<file path="config.mk">
export PLATFORM = sky130hd
export DESIGN_NAME = rca_chunk_serial_adder_flat
export DESIGN_NICKNAME = d
export VERILOG_FILES = /design/src/rtl/rca_chunk_serial_adder_if.sv /design/src/rtl/rca_chunk_serial_adder.sv /design/src/flat_wrapper.sv
export SDC_FILE = /design/constraint.sdc
export NUM_CORES = 1
export LEC_CHECK = 0
export ABC_AREA = 1
export CAP_MARGIN = 10
export CORE_MARGIN = 5
export CORE_UTILIZATION = 30
export CTS_CLUSTER_DIAMETER = 60
export CTS_CLUSTER_SIZE = 28
export DETAILED_ROUTE_END_ITERATION = 16
export PLACE_DENSITY_LB_ADDON = 0.12
export SLEW_MARGIN = 30
export SYNTH_ARGS = -nofsm -noshare
export SYNTH_HDL_FRONTEND = slang
export SYNTH_SLANG_ARGS = --single-unit
</file>
<file path="constraint.sdc">
create_clock -name clk -period 2.2 [get_ports clk]
set_input_delay 0.44 -clock clk [delete_from_list [all_inputs] [get_ports clk]]
set_output_delay 0.44 -clock clk [all_outputs]
set_load 0.02 [all_outputs]
</file>
<file path="src/rtl/rca_chunk_serial_adder_if.sv">
// Handshake and data bus for the chunk-serial ripple-carry adder.
// The ovf signal exists only when RCA_SIGNED_OVF_EN is defined.
interface rca_chunk_serial_adder_if #(
    parameter int WIDTH = 8
);
    logic             start;
    logic [WIDTH-1:0] a;
    logic [WIDTH-1:0] b;
    logic             cin;
    logic             busy;
    logic             done;
    logic [WIDTH-1:0] sum;
    logic             cout;
`ifdef RCA_SIGNED_OVF_EN
    logic             ovf;
`endif

    modport master (
        output start, a, b, cin,
        input  busy, done, sum, cout
`ifdef RCA_SIGNED_OVF_EN
        , input ovf
`endif
    );

    modport slave (
        input  start, a, b, cin,
        output busy, done, sum, cout
`ifdef RCA_SIGNED_OVF_EN
        , output ovf
`endif
    );
endinterface

</file>
<file path="src/rtl/rca_chunk_serial_adder.sv">
// Multi-cycle adder: one CHUNK-bit ripple slice, LSB chunk first, carry held between chunks.
// Optional signed-overflow flag enabled by defining RCA_SIGNED_OVF_EN.
module rca_chunk_serial_adder #(
    parameter int WIDTH = 8,
    parameter int CHUNK = 4
) (
    input logic                        clk,
    input logic                        rst_n,
    rca_chunk_serial_adder_if.slave    bus
);
    localparam int N  = WIDTH / CHUNK;
    localparam int CW = (N > 1) ? $clog2(N) : 1;

    generate
        if (CHUNK < 1 || CHUNK > WIDTH || (WIDTH % CHUNK) != 0) begin : g_bad_chunk
            $error("rca_chunk_serial_adder: CHUNK must be in 1..WIDTH and divide WIDTH");
        end
    endgenerate

    typedef enum logic [1:0] {IDLE, RUN, DONE} state_t;

    state_t            state;
    logic [WIDTH-1:0]  a_reg;
    logic [WIDTH-1:0]  b_reg;
    logic              carry;
    logic [CW-1:0]     cnt;
    logic [WIDTH-1:0]  sum_reg;
    logic              cout_reg;
    logic              busy_reg;
    logic              done_reg;

    logic [CHUNK-1:0]  a_chunk;
    logic [CHUNK-1:0]  b_chunk;
    logic [CHUNK:0]    chunk_sum;
    logic              last_chunk;

    assign a_chunk    = a_reg[int'(cnt)*CHUNK +: CHUNK];
    assign b_chunk    = b_reg[int'(cnt)*CHUNK +: CHUNK];
    assign chunk_sum  = {1'b0, a_chunk} + {1'b0, b_chunk} + {{CHUNK{1'b0}}, carry};
    assign last_chunk = (cnt == CW'(N - 1));

`ifdef RCA_SIGNED_OVF_EN
    logic ovf_reg;
    logic msb_cin;

    // Carry into the MSB recovered from its sum bit: s = a ^ b ^ c_in.
    assign msb_cin = a_chunk[CHUNK-1] ^ b_chunk[CHUNK-1] ^ chunk_sum[CHUNK-1];
    assign bus.ovf = ovf_reg;
`endif

    always_ff @(posedge clk or negedge rst_n) begin
        if (!rst_n) begin
            state    <= IDLE;
            a_reg    <= '0;
            b_reg    <= '0;
            carry    <= 1'b0;
            cnt      <= '0;
            sum_reg  <= '0;
            cout_reg <= 1'b0;
            busy_reg <= 1'b0;
            done_reg <= 1'b0;
`ifdef RCA_SIGNED_OVF_EN
            ovf_reg  <= 1'b0;
`endif
        end else begin
            done_reg <= 1'b0;
            if (state != RUN) begin
                // IDLE and DONE both accept a new request, which allows back-to-back operation.
                if (bus.start) begin
                    a_reg    <= bus.a;
                    b_reg    <= bus.b;
                    carry    <= bus.cin;
                    cnt      <= '0;
                    sum_reg  <= '0;
                    cout_reg <= 1'b0;
                    busy_reg <= 1'b1;
                    state    <= RUN;
`ifdef RCA_SIGNED_OVF_EN
                    ovf_reg  <= 1'b0;
`endif
                end else begin
                    state <= IDLE;
                end
            end else begin
                sum_reg[int'(cnt)*CHUNK +: CHUNK] <= chunk_sum[CHUNK-1:0];
                carry <= chunk_sum[CHUNK];
                if (last_chunk) begin
                    cout_reg <= chunk_sum[CHUNK];
                    busy_reg <= 1'b0;
                    done_reg <= 1'b1;
                    state    <= DONE;
`ifdef RCA_SIGNED_OVF_EN
                    ovf_reg  <= msb_cin ^ chunk_sum[CHUNK];
`endif
                end else begin
                    cnt <= cnt + 1'b1;
                end
            end
        end
    end

    assign bus.busy = busy_reg;
    assign bus.done = done_reg;
    assign bus.sum  = sum_reg;
    assign bus.cout = cout_reg;
endmodule

</file>
<file path="src/flat_wrapper.sv">
// flat-port wrapper written by rule: the top's interface ports become plain ports
module rca_chunk_serial_adder_flat 
#(
    parameter int WIDTH = 8,
    parameter int CHUNK = 4
)
  (clk, rst_n, bus_start, bus_a, bus_b, bus_cin, bus_busy, bus_done, bus_sum, bus_cout);
  rca_chunk_serial_adder_if #(.WIDTH(WIDTH)) bus_i ();
  input logic clk;
  input logic rst_n;
  input wire logic [$bits(bus_i.start)-1:0] bus_start;
  input wire logic [$bits(bus_i.a)-1:0] bus_a;
  input wire logic [$bits(bus_i.b)-1:0] bus_b;
  input wire logic [$bits(bus_i.cin)-1:0] bus_cin;
  output wire logic [$bits(bus_i.busy)-1:0] bus_busy;
  output wire logic [$bits(bus_i.done)-1:0] bus_done;
  output wire logic [$bits(bus_i.sum)-1:0] bus_sum;
  output wire logic [$bits(bus_i.cout)-1:0] bus_cout;
  assign bus_i.start = bus_start;
  assign bus_i.a = bus_a;
  assign bus_i.b = bus_b;
  assign bus_i.cin = bus_cin;
  assign bus_busy = bus_i.busy;
  assign bus_done = bus_i.done;
  assign bus_sum = bus_i.sum;
  assign bus_cout = bus_i.cout;
  rca_chunk_serial_adder #(.WIDTH(WIDTH), .CHUNK(CHUNK)) u_core (.clk(clk), .rst_n(rst_n), .bus(bus_i));
endmodule
</file>
# After elaboration in Yosys (flattened, before gate mapping)
# Index checks and enable logic that the tools add are counted.
# classes
muxes,18
add_sub_neg,4
shifts,4
n_reduce_logical,3
eq_ne,2
# ops
cell,n
3-bit negation with 33-bit output,1
"4-bit by 33-bit variable shift with 8-bit output, first input constant",1
4-bit by 33-bit indexed part select with 8-bit output,1
8-bit two-way mux,2
8-bit by 4-bit indexed part select with 4-bit output,2
1-bit two-way mux,13
8-bit bitwise mux,1
4-bit by 4-bit adder with 5-bit output,1
5-bit by 1-bit adder with 5-bit output,1
2-bit two-way mux,2
2-bit AND reduction,2
"2-bit by 1-bit inequality test with 1-bit output, second input constant",1
"2-bit inequality test, second input constant",1
2-bit nonzero test,1
"1-bit adder, second input constant",1
# word_totals
out_inout_bits,11
inputBits,20
register_bits,31
wordCells,40

# Depth between registers and ports, before layout
# Gate-level depths: netlist of the first run.
# logic_depth
word_depth,6
mapped_depth,11
ltp_nobuf,9

# Least setup slack after synthesis of the first run
# Ideal clock, no wire load.
# synth_timing
path_kind,register to register
startpoint,register u_core.cnt
endpoint,register u_core.cout_reg (netlist: u_core.bus.cout)
stages_incl_launch_ff,12
t_arrival_ns,1.842
path_buffers,2
setup_slack_ns,0.231
setup_ns,0.127
path_cell_list,dfrtp_1 > buf_6 > inv_2 > buf_2 > nand2_1 > nand2_1 > fa_1 > fa_1 > nand3_1 > nand2_1 > nand2_1 > o21ai_0
# synth_via
elab_chain_cells,5
word_cells_on_any_way,8
cone_classes,2 x add/sub; 2 x shift; 2 x mux; 2 x reduce/logical
# synth_lines
element,line,text
"start, declared",rca_chunk_serial_adder.sv:26,logic [CW-1:0] cnt;
"start signal, assigned",rca_chunk_serial_adder.sv:96,cnt <= cnt + 1'b1;
8-bit by 4-bit indexed part select with 4-bit output (on tied branches),"rca_chunk_serial_adder.sv:37, rca_chunk_serial_adder.sv:38",
4-bit by 4-bit adder with 5-bit output,rca_chunk_serial_adder.sv:39,"assign chunk_sum = {1'b0, a_chunk} + {1'b0, b_chunk} + {{CHUNK{1'b0}}, carry};"
5-bit by 1-bit adder with 5-bit output,rca_chunk_serial_adder.sv:39,
1-bit two-way mux,rca_chunk_serial_adder.sv:87,if (last_chunk) begin
1-bit two-way mux,rca_chunk_serial_adder.sv:67,if (state != RUN) begin
"end signal, assigned",rca_chunk_serial_adder.sv:88,cout_reg <= chunk_sum[CHUNK];
"end, declared",rca_chunk_serial_adder.sv:28,logic cout_reg;
# Parallel ways exist; a longest one is shown, timed or not. The select of a mux whose other input is x is not followed.
# A chain may end at the register's enable or synchronous reset.

# Worst setup path in the final report of the first run
# Same ends and word-level chain as after synthesis.

==> reports/metrics.yaml, run 1 <==
run_status:
  status: "finished, final reports clean"
sta:
  hold_violations: 0
  setup_viol: 0
  hold_ws_ns: 0.480
  fin_worst_skew_ns: 0.00372
  setup-tns-final_ns: 0
  maxSlewHeadroom_pct: 73.2
  max_freq_mhz: 503
  rsz0062_at_grt: "no"
  final_min_period_over_clock_period_pct: 90.3
  drv_slew: 0
  worst_slew_pin_slew_ns: 0.403
  min_period_ns: 1.99
power_and_ir_drop:
  leakage_nw: 0.962
  powerDensity_nw_per_um2: 1500
  finalPower_mw: 2.87
  ir_drop_mv: 0.392
detailed_routing:
  vias: 1148
  ant_nets: 0
  via_per_inst: 4.24
  dr.first_iter.drc_count: 72
  postRouteWirelength_um: 3180
  drc: 0
  firstDrtPassIters: 4
  routedWlPerCell_um: 11.7
logic_synthesis:
  synth-seq-cells: 31
  ys_top_cells_by_area: "dfrtp_1 (52%), nand2_1 (22%), nand3_1 (3.4%), o21ai_0 (3.0%), fa_1 (2.7%)"
  ys_warn_count: 0
  yosysUniqueCellTypes: 19
  post_synth.cell_area_avg_um2: 8.74
  ys.flop_type: "dfrtp_1"
  synth_top_area_share_pct: 52.5
  synth-edff-count: 0
  synth_adder_area_share_pct: 5.25
  synthArstFlopShare_pct: 100
  synth_seq_area_share_pct: 52.5
  yosysMostFrequentCell: "nand2_1"
  synth_simple_gate_area_share_pct: 30.1
  synth.top_cells.by_count: "nand2_1 (85), dfrtp_1 (31), nand3_1 (10)"
  synth_top_family_by_area: "simple AND/OR/NAND/NOR gates"
  synth_compound_area_share_pct: 4.06
  synth_xor_area_share_pct: 0.593
  synthCells: 169
  syn_nets: 194
  synth.area.mux_share_pct: 0
  yosysTopAreaCell: "dfrtp_1"
  syn_area_um2: 1480
die:
  io_pins: 31
  fp.coreArea_um2: 4750
  die_w_um: 80.2
  die_h_um: 80.2
  row_count: 25
  dieArea_um2: 6430
  initial_core_util_pct: 31.1
placement:
  gp_congestion: 0.754
  hpwlAfterDp_um: 2380
  port_buffers: 30
clock_tree:
  hold_buffers: 0
  h-tree-depth: 2
  cts_root_buffer: "clkbuf_8"
  clock_path_buffers: 2
  path_clk_slew_ns: 0.06
  cts_tree: "done"
  cts_resized: 0
  numCtsBuffers: 5
  clock_latency_ns: 0.28
  numClockSinks: 31
  post-cts-setup-buffers: 0
worst_setup_path:
  critPathLaunchType: "flip-flop"
  cp.required_ns: 2.36
  path_common_cell: "nand2_1"
  worstSetupEndpointType: "flip-flop"
  arrival_ns: 2.15
  reg2reg_to: "u_core.bus.cout"
  slowest_stage: "dfrtp_1"
  crit_chain: "inv_2 > nand2_1 > nand2_1 > fa_1 > fa_1 > nand3_1 > nand2_1 > nand2_1 > o21ai_0"
  worstPathMaxFanout: 9
  reg2regPathDepth: 9
  cpPeakStageDelay_ns: 0.50
  ff2ff_setup_slack_ns: 0.21
  crit_type: "flip-flop to flip-flop"
  r2r_start: "u_core.cnt"
global_routing:
  overflow: 0
  antenna_found_initial: 0
  grt_pass1_wl_um: 5780
  grt_use_total_pct: 11.6
  grt_pass1_vias: 1189
  grt_max_degree: 32
min_path:
  whs_endpoint: "u_core.bus.sum[4]"
  hp-class: "flip-flop to flip-flop"
  hold_start: "u_core.bus.sum[4]"
  timing.hold.worst_path_depth: 2
final_layout:
  area_growth_pct: 29.7
  fin_nets: 228
  antenna-diode-count: 0
  layout-drive-gt1-share_pct: 9.80
job:
  maxCapViolations: 0
[critical path: cells and delay by family (launching register included)]
family | cells | cell delay [ns]
AOI/OAI and AO/OA | 1 | 0.07
adders and majority gates | 2 | 0.86
and+or+nand+nor | 5 | 0.36
buffers and inverters | 1 | 0.08
DFF | 1 | 0.50
[stage by stage]
| stage | setup WS, ns | utilization [%] | instance area, um^2 | std cells |
|---|---|---|---|---|
| after global placement | 0.292 | 38.2 | 1820 | 263 |
| after detailed placement | 0.210 | 38.2 | 1820 | 263 |
| final | 0.214 | 40.3 | 1920 | 271 |
| after CTS | 0.202 | 40.3 | 1920 | 271 |
| after floorplan | 0.231 | - | 1480 | 169 |
| after global routing | 0.0182 | 40.3 | 1920 | 271 |
[kinds of logic after synthesis]
kind of cell / after synthesis
flops: 31
simple gates: 104
buf+inv: 16
compound gates: 12
fa+ha+maj: 5
xor+xnor: 1
[report_power, final]
part	leakage (nW)	switching, mW	internal (mW)	total (mW)
Sequential	0.389	0.162	0.822	0.984
Combinational	0.522	0.854	0.547	1.40
Clock	0.0515	0.205	0.285	0.491
Total	0.962	1.22	1.65	2.87
[area by class of cell]
| cell class | instances | area (um^2) |
|---|---|---|
| multi-input cells | 122 | 591 |
| fillers | 477 | 2840 |
| repair buffers | 32 | 315 |
| clock buffers | 8 | 100 |
| inverters | 11 | 51.3 |
| well taps | 67 | 83.8 |
| flip-flops and latches | 31 | 776 |
[per-layer routing]
layer	up-vias	track usage, %	part of all wire [%]
li1	593	-	-
met1	521	14.8	46
met2	30	18.2	47
met3	4	3.03	5.9
met4	0	5.57	1.1
met5	-	0	0
[cell usage in the layout (no fill, tap or decap)]
master / n
nand2_1: 85
inv_1: 7
a21oi_1: 3
clkbuf_1: 1
nand3_1: 10
nor2_4: 2
clkdlybuf4s50_1: 30
dfrtp_1: 31
nand2_8: 1
clkbuf_8: 7
ha_1: 3
nor2_1: 2
inv_6: 2
fa_1: 2
xnor2_1: 1
o21ai_0: 9
inv_2: 2
buf_4: 2
nand2_2: 4
[worst max-delay path by stage]
stage	start	endpoint	slack, ns	cells past startpoint
6_report	u_core.cnt	u_core.bus.cout	0.21	9
5_1_grt	u_core.cnt	u_core.bus.cout	0.02	9
4_1_cts	u_core.cnt	u_core.bus.cout	0.20	9
3_5_place_dp	u_core.cnt	u_core.bus.cout	0.21	9
3_3_place_gp	u_core.cnt	u_core.bus.cout	0.29	9
2_1_floorplan	u_core.cnt	u_core.bus.cout	0.23	11
Power figures use the tool's default switching activity.
==> run 2, diff against run 1 <==
- SKIP_CTS_REPAIR_TIMING: not set -> 1
==> results of run 2 <==
Same layout as run 1: the final DEF is identical, and so are final timing and power.
